===== src/rtl/dec_i2c_multi.sv =====
// I2C target write receiver: address match, ACK/NACK via sda_oe, up to MAX_BYTES data bytes per transfer.
// Latency: 2 clk from pin edge to detect, 3 clk to registered outputs; no backpressure, pronto only gates stop.
module dec_i2c_multi #(
  parameter int MAX_BYTES   = 4,
  parameter int SYNC_STAGES = 2,
  parameter int GEN_CALL_EN = 0,
  localparam int NB_W       = $clog2(MAX_BYTES + 1)
) (
  input  logic            clk,
  input  logic            reset_n,
  input  logic            scl,
  input  logic            sda,
  input  logic            pronto,
  input  logic [6:0]      endereco_local,
  output logic            sda_oe,
  output logic [6:0]      endereco_recebido,
  output logic            operacao,
  output logic            escrita,
  output logic [7:0]      dado,
  output logic            dado_valido,
  output logic [NB_W-1:0] n_bytes,
  output logic            stop,
  output logic            ocupado
);

  typedef enum logic [2:0] {
    S_IDLE, S_ADDR, S_ACK_A, S_DATA, S_ACK_D, S_NACK_D, S_IGNORE
  } state_t;

  state_t state, state_nxt;

  logic [SYNC_STAGES-1:0] scl_sync, sda_sync;
  logic scl_s, sda_s, scl_d, sda_d;
  logic rise, fall, start_c, stop_c;

  logic [3:0] bit_cnt;
  logic [6:0] shreg;
  logic [7:0] shift_nxt;
  logic       ack_phase;
  logic       wr_match;

  logic shift_en, byte_done, addr_load, data_load, room, addr_match;
  logic ack_fall, oe_set, oe_clr, esc_set;

  always_ff @(posedge clk or negedge reset_n) begin
    if (!reset_n) begin
      scl_sync <= '1;
      sda_sync <= '1;
      scl_d    <= 1'b1;
      sda_d    <= 1'b1;
    end else begin
      scl_sync <= {scl_sync[SYNC_STAGES-2:0], scl};
      sda_sync <= {sda_sync[SYNC_STAGES-2:0], sda};
      scl_d    <= scl_sync[SYNC_STAGES-1];
      sda_d    <= sda_sync[SYNC_STAGES-1];
    end
  end

  assign scl_s   = scl_sync[SYNC_STAGES-1];
  assign sda_s   = sda_sync[SYNC_STAGES-1];
  assign rise    = scl_s & ~scl_d;
  assign fall    = ~scl_s & scl_d;
  assign start_c = scl_s & scl_d & sda_d & ~sda_s;
  assign stop_c  = scl_s & scl_d & ~sda_d & sda_s;

  assign shift_nxt  = {shreg, sda_s};
  assign room       = n_bytes < NB_W'(MAX_BYTES);
  // General call only ever matches a write; a read to 0x00 is ignored.
  assign addr_match = (shift_nxt[7:1] == endereco_local) ||
                      ((GEN_CALL_EN != 0) && (shift_nxt[7:1] == 7'h00) && !shift_nxt[0]);

  always_ff @(posedge clk or negedge reset_n) begin
    if (!reset_n) state <= S_IDLE;
    else          state <= state_nxt;
  end

  always_comb begin
    state_nxt = state;
    if (start_c) begin
      state_nxt = S_ADDR;
    end else if (stop_c) begin
      state_nxt = S_IDLE;
    end else begin
      case (state)
        S_ADDR:   if (byte_done) state_nxt = addr_match ? S_ACK_A : S_IGNORE;
        S_ACK_A:  if (ack_fall && ack_phase) state_nxt = operacao ? S_IGNORE : S_DATA;
        S_DATA:   if (byte_done) state_nxt = room ? S_ACK_D : S_NACK_D;
        S_ACK_D:  if (ack_fall && ack_phase) state_nxt = S_DATA;
        S_NACK_D: if (ack_fall && ack_phase) state_nxt = S_IGNORE;
        default:  state_nxt = state;
      endcase
    end
  end

  always_comb begin
    shift_en = 1'b0;
    ack_fall = 1'b0;
    if (!start_c && !stop_c) begin
      shift_en = rise && (state == S_ADDR || state == S_DATA);
      ack_fall = fall && (state == S_ACK_A || state == S_ACK_D || state == S_NACK_D);
    end
    byte_done = shift_en && (bit_cnt == 4'd7);
    addr_load = byte_done && (state == S_ADDR);
    data_load = byte_done && (state == S_DATA) && room;
    // First fall after the byte starts the ACK slot, second fall ends it.
    oe_set    = ack_fall && !ack_phase && (state != S_NACK_D);
    oe_clr    = (ack_fall && ack_phase) || start_c || stop_c;
    esc_set   = ack_fall && !ack_phase && (state == S_ACK_A) && !operacao;
  end

  always_ff @(posedge clk or negedge reset_n) begin
    if (!reset_n) begin
      bit_cnt           <= '0;
      shreg             <= '0;
      ack_phase         <= 1'b0;
      wr_match          <= 1'b0;
      sda_oe            <= 1'b0;
      endereco_recebido <= '0;
      operacao          <= 1'b0;
      escrita           <= 1'b0;
      dado              <= '0;
      dado_valido       <= 1'b0;
      n_bytes           <= '0;
      stop              <= 1'b0;
      ocupado           <= 1'b0;
    end else begin
      escrita     <= esc_set;
      dado_valido <= data_load;
      stop        <= stop_c && wr_match && pronto;

      if (start_c)       bit_cnt <= '0;
      else if (shift_en) bit_cnt <= (bit_cnt == 4'd7) ? 4'd0 : bit_cnt + 4'd1;
      if (shift_en) shreg <= shift_nxt[6:0];

      if (start_c || stop_c) ack_phase <= 1'b0;
      else if (ack_fall)     ack_phase <= ~ack_phase;

      if (oe_clr)      sda_oe <= 1'b0;
      else if (oe_set) sda_oe <= 1'b1;

      if (start_c || stop_c) wr_match <= 1'b0;
      else if (esc_set)      wr_match <= 1'b1;

      if (addr_load) begin
        endereco_recebido <= shift_nxt[7:1];
        operacao          <= shift_nxt[0];
      end

      if (start_c) begin
        n_bytes <= '0;
      end else if (data_load) begin
        n_bytes <= n_bytes + NB_W'(1);
        dado    <= shift_nxt;
      end

      if (start_c)     ocupado <= 1'b1;
      else if (stop_c) ocupado <= 1'b0;
    end
  end

endmodule


===== config.mk =====
export PLATFORM = sky130hd
export DESIGN_NAME = dec_i2c_multi
export DESIGN_NICKNAME = d
export VERILOG_FILES = /design/src/rtl/dec_i2c_multi.sv
export SDC_FILE = /design/constraint.sdc
export NUM_CORES = 1
export LEC_CHECK = 0
export ABC_AREA = 1
export CAP_MARGIN = 40
export CORE_MARGIN = 4
export CORE_UTILIZATION = 41
export CTS_CLUSTER_SIZE = 25
export DETAILED_ROUTE_END_ITERATION = 10
export PLACE_DENSITY = 0.64
export SYNTH_ARGS = -nofsm -noshare
export SYNTH_HDL_FRONTEND = slang
export SYNTH_SLANG_ARGS = --single-unit

===== constraint.sdc =====
create_clock -name clk -period 1.6 [get_ports clk]
set_input_delay 0.32 -clock clk [delete_from_list [all_inputs] [get_ports clk]]
set_output_delay 0.32 -clock clk [all_outputs]
set_load 0.05 [all_outputs]

* Word-level counts from Yosys, hierarchy flattened
Index checks and enable logic that the tools add are counted.
Cells by class: add/sub/neg operators 2, $lt $le $gt $ge 1, equal/unequal tests 13, muxes and demuxes 26, bitwise gates (word level) 13, reductions and logical operators 33
Operators by type and width (number):
- 3-bit 2-to-1 mux | 11
- 4-bit inequality test (second input constant) | 5
- 3-bit case mux with 5 select lines | 1
- 1-bit logical AND | 14
- 4-bit 2-to-1 mux | 3
- 2-bit nonzero test | 6
- 1-bit 2-to-1 mux | 11
- 1-bit AND | 7
- 7-bit equality test | 1
- 7-bit nonzero test | 1
- 3-bit by 2-bit equality test with 1-bit output (second input constant) | 2
- 3-bit equality test (second input constant) | 2
- 1-bit logical OR | 6
- 1-bit NOT | 6
- 6-bit AND reduction | 1
- 4-bit by 1-bit adder with 4-bit output (second input constant) | 1
- 4-bit by 3-bit equality test with 1-bit output (second input constant) | 1
- 1-bit logical NOT | 4
- 3-bit by 1-bit adder with 3-bit output (second input constant) | 1
- 3-bit by 1-bit equality test with 1-bit output (second input constant) | 1
- 3-bit < comparator (second input constant) | 1
- 3-bit inequality test (second input constant) | 1
- 2-bit AND reduction | 1
Word-level totals: flip-flop bits (word level) 46, input port bits 12, output and inout bits 24, logic and storage cells 106

* Longest topological paths before layout
Gate-level depths: netlist of the first run.
word-level depth 11, mapped depth 9, mapped depth without buffers 9

* Worst setup path before layout of the first run
OpenSTA, ideal clock, no wires.
kind reg2reg, start reg scl_sync[1], end reg n_bytes[0], library setup time 138 ps, arrival 1280 ps, path slack 181 ps, cell stages (with the launch flop) 9, period minus slack after synthesis 1419 ps, cells stage by stage dfstp_2 > inv_1 > nor2_2 > nand2_4 > nor2_8 > nand3_4 > buf_6 > nand3_2 > o21ai_2
On the way: word-level cells in the longest chain between the ends 10, elaborated cells on any way between the ends 16
RTL lines:
- start, declared | line 32 | logic [SYNC_STAGES-1:0] scl_sync, sda_sync;
- start signal, assigned | line 52 | scl_sync <= {scl_sync[SYNC_STAGES-2:0], scl};
- 1-bit AND | line 63, 64
- 1-bit AND, on equally long branches (2 in a row) | line 63, 64
- 1-bit logical NOT | line 98 | if (!start_c && !stop_c) begin
- 1-bit logical AND | line 98
- 1-bit 2-to-1 mux | line 98
- 1-bit logical AND | line 102 | byte_done = shift_en && (bit_cnt == 4'd7);
- 1-bit logical AND (2 in a row) | line 104 | data_load = byte_done && (state == S_DATA) && room;
- 2-bit nonzero test (no source line)
- end signal, assigned | line 152 | n_bytes <= n_bytes + NB_W'(1);
- end, declared | line 21 | output logic [NB_W-1:0] n_bytes,
Several ways; a longest one is shown, not always the timed one. A chain may end at the register's enable or synchronous reset.

* Worst setup path in the final report of the first run
start reg state[2], end reg state[2]
On the way: word-level cells in the longest chain between the ends 8, elaborated cells on any way between the ends 24
RTL lines:
- start, declared | line 30 | state_t state, state_nxt;
- start signal, assigned | line 74 | else state <= state_nxt;
- 3-bit by 2-bit equality test with 1-bit output / 3-bit equality test (equally long branches) | line 84, 100
- 1-bit logical OR (2 in a row) | line 100 | ack_fall = fall && (state == S_ACK_A || state == S_ACK_D || state == S_NACK_D);
- 1-bit logical AND | line 100
- 1-bit 2-to-1 mux | line 98
- 1-bit logical AND | line 86, 88, 89
- 4-bit inequality test (no source line)
- 6-bit AND reduction (no source line)
Several ways; a longest one is shown, not always the timed one.

==> out/metrics.csv, run 1 <==
stage;metric;value;unit
timing;Final Cycle Share;93.8;%
synth;share of the yosys chip area belonging to registers;54.0;%
timing;Slew Limit Headroom;71.4;%
grt;gr ovfl total;0;
placement;worst slack, placed;-0.0406;ns
timing;final hold vios;0;
clocking;TritonCTS clock tree;built;
clocking;postcts setup bufs;0;
outcome;status;complete, no violations;
placement;Port Buffers;35;
clocking;H-tree depth;2;
power;total net switching power;0.00102;W
synth;Synth Warn #;0;
worst_setup_path;delay of the slowest cell on the worst path;0.49;ns
min_path;Hold Path Origin;sda_sync[0]$_DFF_PN1_;
timing;# setup viols final;0;
worst_setup_path;crit path kind;flip-flop to flip-flop;
drt;WL final;4490;um
finish;area grow syn2layout;30.0;%
timing;clk_skew;0.00735;ns
worst_setup_path;Setup crit end kind;flip-flop;
drt;initial DRC count;156;
grt;gr usage total;15.6;%
timing;post-layout min period;1.50;ns
finish;Nets;297;
drt;Initial DRT Pass Iterations;4;
finish;ant diodes;0;
worst_setup_path;Crit-path slowest cell;dfrtp_1;
worst_setup_path;R2R depth;8;
power;worst vdd ir;0.000582;V
timing;fin. max-slew vios;0;
timing;actual slew at the worst max-slew pin;0.425;ns
timing;Fmax;666;MHz
floorplan;Core Area;5070;um^2
synth;Syn Nets;251;
job;max cap viols;0;
min_path;Hold Path Depth;0;
drt;DR DRC count;0;
synth;synthesized area per cell;9.09;um^2
floorplan;Initial Util;42.3;%
grt;number of global-route vias before repair;1656;
placement;post-DP HPWL;3120;um
worst_setup_path;reg2reg start;state[2]$_DFFE_PN0P_;
clocking;largest buffer count on any clock path;2;
clocking;root buffer cell;clkbuf_8;
power;Pwr Total;0.00314;W
drt;post-route ant nets;0;
synth;synthesis-stage register bit count;46;
power;Pwr per Cell Area;1130;nW/um^2
clocking;clock-pin transition on the worst setup and hold timing paths;0.08;ns
drt;WL/cell;12.7;um
worst_setup_path;RR Endpoint;state[2]$_DFFE_PN0P_;
worst_setup_path;worst-path cell chain;ha_1, inv_1, a21oi_1, nand2_1, nor2_1, nand2_1, nand3_1, nand2_1;
timing;Hold Slack;0.360;ns
power;combinational share of power;25.0;%
worst_setup_path;Worst setup SP type;flip-flop;
power;sw frac;32.5;%
finish;share of layout cells above drive strength 1;27.2;%
worst_setup_path;Req. time, crit path;1.79;ns
placement;cell count after placement;343;
clocking;CTS Buf Count;5;
grt;largest net degree at the start of global routing;30;
clocking;later-pin clock latency in the skew report;0.30;ns
timing;Fin Setup TNS;0;ns
min_path;Hold Path End;sda_sync[1]$_DFF_PN1_;
worst_setup_path;Crit path top cell by count;nand2_1;
clocking;CTS Sinks;46;
floorplan;IO Count;36;
floorplan;Die ar.;6450;um^2
power;Power Internal;0.00212;W
drt;Via density;4.82;
grt;global-route wire length before repair;7880;um
timing;RSZ-0062 raised after global routing;false;
grt;initial antenna violation count;0;
finish;non-filler cells, final;353;
placement;Final Wtd Congestion;0.867;
power;share of total power in the clock network;28.5;%
power;sequential power share;46.5;%
min_path;class of the worst hold path;flip-flop to flip-flop;
synth;Synth Instances;236;
drt;via count;1701;
floorplan;DIE WIDTH;80.3;um
floorplan;number of core rows;26;
worst_setup_path;Worst R2R Setup Slack;0.1;ns
worst_setup_path;CP Max Fanout;8;
timing;worst setup margin;0.0990;ns
synth;Mapped Area;2140;um^2
worst_setup_path;Critical Path AT;1.69;ns
power;Leak Pwr;1.40;nW
floorplan;Die Span Y;80.3;um
synth;Synth cell types;26;
==> how the worst max path moves through the flow <==
stage,cells past startpoint,end,start
floorplan,8,n_bytes[0]$_DFFE_PN0P_,scl_sync[1]$_DFF_PN1_
global placement,6,dado[7]$_DFFE_PN0P_,bit_cnt[0]$_DFFE_PN0P_
detailed placement,6,dado[6]$_DFFE_PN0P_,bit_cnt[0]$_DFFE_PN0P_
CTS,7,n_bytes[1]$_DFFE_PN0P_,bit_cnt[0]$_DFFE_PN0P_
global route,5,state[1]$_DFFE_PN0P_,sda_sync[1]$_DFF_PN1_
finish,8,state[2]$_DFFE_PN0P_,state[2]$_DFFE_PN0P_
==> sequential cells by signal, summed over array words and instances, names as in the netlist <==
signal             cells
scl_d                  1
ocupado                1
wr_match               1
endereco_recebido      7
scl_sync               2
state                  3
sda_sync               2
escrita                1
shreg                  7
ack_phase              1
dado                   8
sda_oe                 1
operacao               1
sda_d                  1
stop                   1
n_bytes                3
bit_cnt                4
dado_valido            1
==> per-stage QoR <==
step	utilization, %	cell area [um^2]
3_3_place_gp	51.9	2640
2_1_floorplan	-	2140
4_1_cts	54.8	2780
6_report	54.9	2790
5_1_grt	54.9	2790
3_5_place_dp	51.9	2640
==> cell usage in the layout (no fill, tap or decap), types with 2 or more instances in the layout <==
cell / netlist / final
inv_1: 31 / 31
o21ai_2: 17 / 17
nand3_1: 15 / 14
o21ai_0: 11 / 11
clkbuf_8: 0 / 6
nand3_2: 2 / 3
nand2_2: 2 / 2
buf_4: 0 / 21
dfstp_2: 6 / 6
nand3_4: 1 / 2
clkdlybuf4s50_1: 0 / 10
nor2_2: 2 / 3
nand4_1: 4 / 4
nor3_1: 2 / 2
buf_12: 0 / 9
nand2_1: 73 / 73
a21oi_1: 3 / 3
dfrtp_1: 40 / 40
nand2_4: 2 / 2
nor2_1: 11 / 10
ha_1: 3 / 3
==> worst max-delay path, delay by kind of cell, from the launching register on <==
family	cells	cell delay, ns
AOI/OAI and AO/OA	1	0.14
adders and majority gates	1	0.36
buffers and inverters	1	0.07
DFF	1	0.49
and+or+nand+nor	5	0.35
==> metal layers <==
| layer | up-vias | part of all wire [%] | track usage (%) |
|---|---|---|---|
| li1 | 847 | - | - |
| met1 | 803 | 45 | 20.6 |
| met2 | 46 | 49 | 26.3 |
| met3 | 5 | 4.3 | 3.03 |
| met4 | 0 | 0.98 | 3.55 |
| met5 | - | 0 | 0 |
==> layout make-up <==
class	count	area (um^2)
clock buffers	7	86.3
clock inverters	1	30.0
fillers	468	2290
inverters	33	129
multi-input cells	154	843
flip-flops and latches	46	1160
well taps	70	87.6
repair buffers	42	453
==> cells in the mapped netlist <==
master    count  share of area [%]
nor3_1        2               0.47
a21oi_1       3               0.70
o21ai_0      11                2.6
dfstp_2       6                7.4
o21ai_1       1               0.23
nand4_1       4                1.2
o22ai_1       1               0.29
o21ai_2      17                6.9
clkinv_4      1               0.41
dfrtp_1      40                 47
nand2_2       2               0.58
nand3_2       2               0.93
nor2_1       11                1.9
o31ai_1       1               0.35
nand4_2       1               0.58
ha_1          3                1.8
nor2_8        1               0.93
inv_2         1               0.17
nand3_1      15                3.5
nand2_4       2                1.1
nor2_2        2               0.58
inv_1        31                5.4
nand3_4       1               0.82
nand2_1      73                 13
buf_6         3                1.6
buf_2         1               0.23
==> what timing repair did <==
item,4_1_cts,5_1_grt
hold buffers,1,0
cloned,1,0
setup endpoints to repair,10,21
gates resized for setup,1,2
pin swaps,1,0
endpoints found under the hold margin,11,0
==> power groups by stage <==
stage	sequential (W)	combinational (W)	clock [W]
6_report	0.00146	0.000786	0.000896
5_1_grt	0.00148	0.000901	0.000969
4_1_cts	0.00145	0.000786	0.000921
3_5_place_dp	0.00147	0.000778	0
3_3_place_gp	0.00147	0.000769	0
2_1_floorplan	0.00148	0.000475	0
==> logic make-up after synthesis <==
family / after synthesis / synth area share (%)
adder cells (fa/ha/maj): 3 / 1.75
AND/OR/NAND/NOR: 116 / 25.3
AO/OA/AOI/OAI: 34 / 11.1
buffers and inverters: 37 / 7.82
flip-flops: 46 / 54.0
No activity file was read; power rests on OpenSTA's default activity.
==> inputs of run 2 (changes only) <==
--- a/config.mk
+++ b/config.mk
@@ -9,7 +9,7 @@
 export CAP_MARGIN = 40
 export CORE_MARGIN = 4
 export CORE_UTILIZATION = 41
-export CTS_CLUSTER_SIZE = 25
+export CTS_CLUSTER_SIZE = 40
 export DETAILED_ROUTE_END_ITERATION = 10
 export PLACE_DENSITY = 0.64
 export SYNTH_ARGS = -nofsm -noshare
==> results of run 2 <==
Same layout as run 1: the final DEF is identical, and so are final timing and power.
